File: src/rtl/sfx_request_encoder_pkg.sv
// Shared audio definitions: SFX code width, encoder FSM states and default
// timing constants. The APU imports this package to decode the same codes.
package sfx_request_encoder_pkg;

  localparam int SFX_CODE_W  = 3;
  localparam int SFX_EVENT_W = 8;

  localparam int SFX_FIFO_DEPTH_DEF = 4;
  localparam int SFX_MIN_GAP_DEF    = 2;
  localparam int SFX_TIMEOUT_DEF    = 8;

  typedef logic [SFX_CODE_W-1:0] sfx_code_t;

  typedef enum logic [1:0] {
    ST_IDLE       = 2'd0,
    ST_WAIT_FRAME = 2'd1,
    ST_PRESENT    = 2'd2,
    ST_GAP        = 2'd3
  } sfx_state_e;

  // Index of the highest set flag; bit 7 has the highest priority.
  function automatic sfx_code_t highest_bit(input logic [SFX_EVENT_W-1:0] flags);
    sfx_code_t idx;
    idx = '0;
    for (int i = 0; i < SFX_EVENT_W; i++) begin
      if (flags[i]) idx = SFX_CODE_W'(i);
    end
    return idx;
  endfunction

  // Counter width able to hold 0..max_value, never narrower than 1 bit.
  function automatic int cnt_width(input int max_value);
    return (max_value < 2) ? 1 : $clog2(max_value + 1);
  endfunction

endpackage

File: src/rtl/sfx_fifo.sv
// Synchronous first-word-fall-through FIFO with full/empty flags and an
// occupancy count kept separately from the wrapping pointers.
module sfx_fifo #(
  parameter int DEPTH = 4,
  parameter int WIDTH = 3
) (
  input  logic                       clk,
  input  logic                       rst,
  input  logic                       push,
  input  logic [WIDTH-1:0]           push_data,
  input  logic                       pop,
  output logic [WIDTH-1:0]           pop_data,
  output logic                       full,
  output logic                       empty,
  output logic [$clog2(DEPTH):0]     count
);

  localparam int AW = $clog2(DEPTH);
  localparam int CW = AW + 1;

  logic [WIDTH-1:0] mem [DEPTH];
  logic [AW-1:0]    wr_ptr;
  logic [AW-1:0]    rd_ptr;
  logic             do_push;
  logic             do_pop;

  assign full     = (count == CW'(DEPTH));
  assign empty    = (count == '0);
  assign do_push  = push && !full;
  assign do_pop   = pop && !empty;
  assign pop_data = mem[rd_ptr];

  // Storage array write port.
  // NOTE: the data array has no reset; the count and pointers alone decide
  // which entries are valid, so clearing storage would only add reset fanout.
  always_ff @(posedge clk) begin
    if (do_push) mem[wr_ptr] <= push_data;
  end

  // Pointers wrap naturally because DEPTH is a power of two.
  // NOTE: sequential state always uses non-blocking assignments so every
  // register samples pre-edge values regardless of statement order.
  always_ff @(posedge clk) begin
    if (rst) begin
      wr_ptr <= '0;
      rd_ptr <= '0;
      count  <= '0;
    end else begin
      if (do_push) wr_ptr <= wr_ptr + AW'(1);
      if (do_pop)  rd_ptr <= rd_ptr + AW'(1);
      case ({do_push, do_pop})
        2'b10:   count <= count + CW'(1);
        2'b01:   count <= count - CW'(1);
        default: count <= count;
      endcase
    end
  end

endmodule

File: src/rtl/sfx_request_encoder.sv
// Turns level game-event flags into prioritised, frame-aligned sound-effect
// requests for the APU, with coalescing, queueing, timeout and drop counting.
// rst_n is an active-high synchronous reset despite its name.
module sfx_request_encoder
  import sfx_request_encoder_pkg::*;
#(
  parameter int FIFO_DEPTH     = SFX_FIFO_DEPTH_DEF,
  parameter int MIN_GAP_FRAMES = SFX_MIN_GAP_DEF,
  parameter int TIMEOUT_FRAMES = SFX_TIMEOUT_DEF
) (
  input  logic                  clk,
  input  logic                  rst_n,
  input  logic [9:0]            x,
  input  logic [9:0]            y,
  input  logic [SFX_EVENT_W-1:0] event_in,
  input  logic                  effect_ready,
  output logic                  effect_valid,
  output logic [SFX_CODE_W-1:0] effect_code,
  output logic [3:0]            dropped_count
);

  localparam int GW = cnt_width(MIN_GAP_FRAMES);
  localparam int TW = cnt_width(TIMEOUT_FRAMES);
  localparam int CW = $clog2(FIFO_DEPTH) + 1;

  // Event capture and frame detection
  logic [SFX_EVENT_W-1:0] event_prev;
  logic [SFX_EVENT_W-1:0] pending;
  logic [SFX_EVENT_W-1:0] rise;
  logic [SFX_EVENT_W-1:0] clear_mask;
  logic [SFX_EVENT_W-1:0] coalesce;
  logic                   origin_prev;
  logic                   at_origin;
  logic                   frame_tick;

  // Queue interface
  logic                   push;
  sfx_code_t              push_code;
  logic                   pop_req;
  logic                   fifo_pop;
  sfx_code_t              fifo_head;
  logic                   fifo_full;
  logic                   fifo_empty;
  logic [CW-1:0]          fifo_count;

  // Request FSM
  sfx_state_e             state;
  sfx_state_e             state_next;
  logic [GW-1:0]          gap_cnt;
  logic [GW-1:0]          gap_next;
  logic [TW-1:0]          timeout_cnt;
  logic [TW-1:0]          timeout_next;
  sfx_code_t              code_next;
  logic                   timeout_drop;

  // Drop accounting
  logic [3:0]             drop_inc;
  logic [4:0]             drop_sum;
  logic [3:0]             dropped_next;

  assign at_origin  = (x == '0) && (y == '0);
  assign frame_tick = at_origin && !origin_prev;
  assign rise       = event_in & ~event_prev;

  // The highest pending flag is queued whenever there is room; a fresh edge on
  // the same bit in that cycle re-arms it rather than being counted as lost.
  assign push       = !fifo_full && (pending != '0);
  assign push_code  = highest_bit(pending);
  assign clear_mask = push ? (SFX_EVENT_W'(1) << push_code) : '0;
  assign coalesce   = rise & pending & ~clear_mask;

  assign fifo_pop     = pop_req && !fifo_empty;
  assign effect_valid = (state == ST_PRESENT);

  // Every lost event counts once: each coalesced edge plus a timed-out request.
  assign drop_inc     = 4'($countones(coalesce)) + {3'b000, timeout_drop};
  assign drop_sum     = {1'b0, dropped_count} + {1'b0, drop_inc};
  assign dropped_next = (drop_sum > 5'd15) ? 4'd15 : drop_sum[3:0];

  sfx_fifo #(
    .DEPTH (FIFO_DEPTH),
    .WIDTH (SFX_CODE_W)
  ) u_fifo (
    .clk       (clk),
    .rst       (rst_n),
    .push      (push),
    .push_data (push_code),
    .pop       (fifo_pop),
    .pop_data  (fifo_head),
    .full      (fifo_full),
    .empty     (fifo_empty),
    .count     (fifo_count)
  );

  // Edge/frame history and the pending flag set.
  always_ff @(posedge clk) begin
    if (rst_n) begin
      event_prev  <= '0;
      origin_prev <= 1'b0;
      pending     <= '0;
    end else begin
      event_prev  <= event_in;
      origin_prev <= at_origin;
      pending     <= (pending & ~clear_mask) | rise;
    end
  end

  // FSM state, presented code, frame counters and drop counter.
  always_ff @(posedge clk) begin
    if (rst_n) begin
      state         <= ST_IDLE;
      gap_cnt       <= '0;
      timeout_cnt   <= '0;
      effect_code   <= '0;
      dropped_count <= '0;
    end else begin
      state         <= state_next;
      gap_cnt       <= gap_next;
      timeout_cnt   <= timeout_next;
      effect_code   <= code_next;
      dropped_count <= dropped_next;
    end
  end

  // Next-state logic: present on a frame tick, retire on accept or timeout.
  // NOTE: every output of this block is given a default first, so no path can
  // leave a signal unassigned and infer a latch.
  always_comb begin
    state_next   = state;
    gap_next     = gap_cnt;
    timeout_next = timeout_cnt;
    code_next    = effect_code;
    pop_req      = 1'b0;
    timeout_drop = 1'b0;
    case (state)
      ST_IDLE: begin
        if (fifo_count != '0) state_next = ST_WAIT_FRAME;
      end
      ST_WAIT_FRAME: begin
        if (frame_tick) begin
          code_next    = fifo_head;
          timeout_next = '0;
          state_next   = ST_PRESENT;
        end
      end
      ST_PRESENT: begin
        // Acceptance is checked first so it beats a coincident final timeout.
        if (effect_ready) begin
          pop_req    = 1'b1;
          gap_next   = GW'(MIN_GAP_FRAMES);
          state_next = (MIN_GAP_FRAMES == 0) ? ST_IDLE : ST_GAP;
        end else if (frame_tick) begin
          if (timeout_cnt == TW'(TIMEOUT_FRAMES - 1)) begin
            pop_req      = 1'b1;
            timeout_drop = 1'b1;
            gap_next     = GW'(MIN_GAP_FRAMES);
            state_next   = (MIN_GAP_FRAMES == 0) ? ST_IDLE : ST_GAP;
          end else begin
            timeout_next = timeout_cnt + TW'(1);
          end
        end
      end
      ST_GAP: begin
        if (gap_cnt == '0) begin
          state_next = ST_IDLE;
        end else if (frame_tick) begin
          gap_next = gap_cnt - GW'(1);
          if (gap_cnt == GW'(1)) state_next = ST_IDLE;
        end
      end
      default: state_next = ST_IDLE;
    endcase
  end

endmodule
File: config.mk
export PLATFORM = sky130hd
export DESIGN_NAME = sfx_request_encoder
export DESIGN_NICKNAME = d
export VERILOG_FILES = /design/src/rtl/sfx_request_encoder_pkg.sv /design/src/rtl/sfx_fifo.sv /design/src/rtl/sfx_request_encoder.sv
export SDC_FILE = /design/constraint.sdc
export NUM_CORES = 1
export LEC_CHECK = 0
export BUFFER_PORTS_ARGS = -buffer_cell sky130_fd_sc_hd__buf_2
export CAP_MARGIN = 20
export CORE_MARGIN = 1.5
export CORE_UTILIZATION = 45
export DETAILED_ROUTE_END_ITERATION = 6
export PLACE_DENSITY = 0.68
export SETUP_SLACK_MARGIN = 0.5
export SLEW_MARGIN = 20
export SYNTH_ARGS = -nofsm -noshare
export SYNTH_HDL_FRONTEND = slang
export SYNTH_SLANG_ARGS = --single-unit
File: constraint.sdc
create_clock -name clk -period 4.8 [get_ports clk]
set_input_delay 1.44 -clock clk [delete_from_list [all_inputs] [get_ports clk]]
set_output_delay 1.44 -clock clk [all_outputs]
set_load 0.005 [all_outputs]
==> impl_metrics.env <==
export IMPL_run_status="finished, final reports clean"
export IMPL_seqPwrFrac_pct=47.8
export IMPL_critical_path_most_common_cell="fa_1"
export IMPL_wl_per_cell_um=13.1
export IMPL_synth_cells=262
export IMPL_cp_cell_sequence="buf_6 -> or4_4 -> nor3_4 -> nand3b_1 -> fa_1 -> fa_1 -> inv_1 -> fa_1 -> ha_2 -> fa_2 -> a21o_1 -> a21oi_2 -> a21oi_1"
export IMPL_overflow=0
export IMPL_pin_count=39
export IMPL_layoutNonFillerInstCount=391
export IMPL_final_util_pct=57.6
export IMPL_drt_pass1_iter_count=4
export IMPL_drcViolationCount=0
export IMPL_final_nets=375
export IMPL_cp_buffers_inverters=2
export IMPL_grt_pass1_vias=2110
export IMPL_cts_buffers=5
export IMPL_fp_dieW_um=79.9
export IMPL_initial_core_util_pct=47.5
export IMPL_wirelength_um=5130
export IMPL_syn_num_nets=319
export IMPL_ys_async_sr_fraction_pct=0
export IMPL_worst_setup_path_end_kind="register"
export IMPL_place_congestion=0.789
export IMPL_antennaDiodeCount=0
export IMPL_ys_warn_count=0
export IMPL_p_total_mw=1.14
export IMPL_synthToLayoutAreaGrowth_pct=21.2
export IMPL_p_int_uw=774
export IMPL_grt_use_met1_pct=20.1
export IMPL_power_density_nw_per_um2=354
export IMPL_critPathMaxFanout=4
export IMPL_rsz0062_at_grt="yes"
export IMPL_synth_seq_cells=51
export IMPL_worst_slew_pin_slew_ps=753
export IMPL_power_ir_vdd_worst_uv=243
export IMPL_critPathKind="input port to register"
export IMPL_setup_viol=0
export IMPL_crit_slowest_cell="or4_4"
export IMPL_synthTopCellsByCount="dfxtp_1 (39), a21oi_1 (30), nor2_1 (20)"
export IMPL_synth_top_cell_area_share_pct=29.3
export IMPL_start_kind="input port"
export IMPL_dp_cells=379
export IMPL_synth_top_area_cell="dfxtp_1"
export IMPL_grt_busiest_layer="met2"
export IMPL_cp_data_arrival_time_ps=4880
export IMPL_finalCriticalPeriod_ps=4730
export IMPL_hold_viol=0
export IMPL_die_y_um=79.9
export IMPL_clock_fmax_ghz=0.212
export IMPL_clk_pin_slew_ps=90
export IMPL_grt_pass1_wl_um=9030
export IMPL_syn_area_um2=2660
export IMPL_insertion_delay_ps=300
export IMPL_synth_ff_type="dfxtp_1"
export IMPL_clock_root_buffer="clkbuf_8"
export IMPL_dp_hpwl_um=3880
export IMPL_fin_worst_skew_ps=4.73
export IMPL_fp_coreArea_um2=5610
export IMPL_antenna_left=0
export IMPL_h_tree_depth=2
export IMPL_grt_met3_usage_pct=3.66
export IMPL_critPathRequiredTime_ps=4950
export IMPL_max_slew_margin_pct=49.8
export IMPL_cts_sinks=51
export IMPL_ys_seq_area_share_pct=42.8
export IMPL_pwr_share_clk_pct=21.2
export IMPL_vias_per_cell=5.26
export IMPL_cp_top_family="adder cells"
export IMPL_grt_use_total_pct=18.1
export IMPL_yosysMostFrequentCell="dfxtp_1"
export IMPL_sw_frac_of_total_pct=32.3
export IMPL_hp_class="register to register"
export IMPL_cts_hold_buf=0
export IMPL_combPwrFrac_pct=31.0
export IMPL_drtIter0Drc=58
export IMPL_p_sw_uw=369
export IMPL_avgSynthCellArea_um2=10.2
export IMPL_met2_usage_pct=33.6
export IMPL_finalMaxSlewViolations=0
export IMPL_min_period_over_period_pct=98.5
export IMPL_clk_path_buf_depth=2
export IMPL_port_buffers=38
export IMPL_antenna_found_initial=0
export IMPL_cts_tree="built"
export IMPL_vias=2057
export IMPL_drive_gt1_share_pct=27.0
export IMPL_synthTopCellsByArea="dfxtp_1 (29%), edfxtp_1 (14%), ha_1 (8.9%)"
export IMPL_synth_enable_flop_cells=12
export IMPL_cap_violations=0
export IMPL_rows=27
export IMPL_max_stage_delay_ps=560
export IMPL_dieArea_um2=6390
export IMPL_leakagePower_nw=1.35
export IMPL_grt_max_degree=44
export IMPL_tns_ps=0
export IMPL_yosysUniqueCellTypes=51
[kinds of logic (layout without fill, tap and decap cells)]
| family | Yosys count | count (layout) | share of synthesized area (%) |
|---|---|---|---|
| and+or+nand+nor | 97 | 97 | 21.6 |
| AOI/OAI and AO/OA | 56 | 56 | 13.0 |
| DFF | 51 | 51 | 42.8 |
| adders and majority gates | 26 | 26 | 14.2 |
| buffers and inverters | 22 | 79 | 3.38 |
| xor gates and xnor gates | 5 | 5 | 1.64 |
| muxes | 5 | 5 | 3.38 |
[cell usage in the layout (no fill, tap or decap), types with 2 or more instances in the layout]
| cell type | instances |
|---|---|
| clkinv_2 | 2 |
| buf_2 | 32 |
| and3b_1 | 2 |
| or2_2 | 4 |
| dfxtp_1 | 39 |
| nor2b_1 | 12 |
| nand3_1 | 7 |
| edfxtp_1 | 12 |
| nand4b_1 | 2 |
| clkbuf_8 | 5 |
| and2_1 | 5 |
| o21ai_1 | 4 |
| buf_4 | 16 |
| nand4_1 | 2 |
| ha_1 | 18 |
| mux4_2 | 3 |
| nor4_4 | 3 |
| nand3b_1 | 2 |
| xnor2_1 | 2 |
| nand2b_1 | 14 |
| or4_4 | 2 |
| buf_6 | 6 |
| nand2_1 | 7 |
| mux2_1 | 2 |
| fa_1 | 6 |
| nor3_1 | 3 |
| or3_1 | 2 |
| or4b_1 | 2 |
| o31ai_1 | 2 |
| o21ai_0 | 3 |
| o31ai_2 | 2 |
| a21o_1 | 3 |
| inv_1 | 17 |
| nor2_1 | 20 |
| xor2_1 | 3 |
| a21oi_1 | 29 |
[worst reg2reg max path, stage by stage (launching register included)]
cell	delay, ps
dfxtp_1	320
or4_4	560
or3_4	420
or2_4	250
o31ai_2	230
nor2_1	120
fa_1	510
inv_1	60
fa_1	530
inv_1	50
fa_1	440
ha_2	210
fa_2	360
a21o_1	170
a21oi_2	190
a21oi_1	90
[routing by layer]
layer,up-vias,wire (um)
li1,1040,-
met5,-,0
met3,11,145
met4,0,80
met1,969,2200
met2,37,2710
[area by class of cell]
class	count	area, um2
Fill cell	519	2380
Multi-Input combinational cell	189	1500
Inverter	17	63.8
Tap cell	72	90.1
Timing Repair Buffer	54	348
Clock buffer	5	68.8
Sequential cell	51	1140
Clock inverter	3	18.8
[final timing paths]
path,start,to,slack [ps],cells after the start
min,effect_code[1]$_SDFFE_PP0P_,effect_code[1]$_SDFFE_PP0P_,470,2
max,y[0],dropped_count[1]$_SDFF_PP0_,70,13
min reg2reg,effect_code[1]$_SDFFE_PP0P_,effect_code[1]$_SDFFE_PP0P_,470,2
max reg2reg,pending[5]$_SDFF_PP0_,dropped_count[1]$_SDFF_PP0_,170,15
[stage by stage]
| step | worst slack [ps] | instance area [um2] | hold WS [ps] |
|---|---|---|---|
| 2_1_floorplan | -112 | 2720 | 451 |
| 3_3_place_gp | -260 | 3070 | 442 |
| 3_5_place_dp | -335 | 3070 | 457 |
| 4_1_cts | 69.7 | 3210 | 470 |
| 5_1_grt | -65.5 | 3230 | 493 |
| 6_report | 73.2 | 3230 | 468 |
[state kept, by name (all words and copies together), names as in the netlist]
name / flops
dropped_count: 4
effect_code: 3
event_prev: 8
gap_cnt: 2
origin_prev: 1
pending: 8
state: 2
timeout_cnt: 4
u_fifo.count: 3
u_fifo.mem: 12
u_fifo.rd_ptr: 2
u_fifo.wr_ptr: 2
[power groups by stage]
stage	sequential [mW]	combinational (mW)	clock, mW
floorplan	0.549	0.254	0
global placement	0.554	0.341	0
detailed placement	0.556	0.354	0
CTS	0.547	0.360	0.252
global route	0.556	0.410	0.272
finish	0.546	0.354	0.242
[what timing repair did]
action                                  CTS  global route
endpoints found under the setup margin    4             4
hold endpoints to repair                  0             0
resized for setup                         6             1
gates cloned                              0             0
buffers inserted                          2             2
pin swaps                                 9             3
Note: power is estimated with default switching activity, not from simulation.
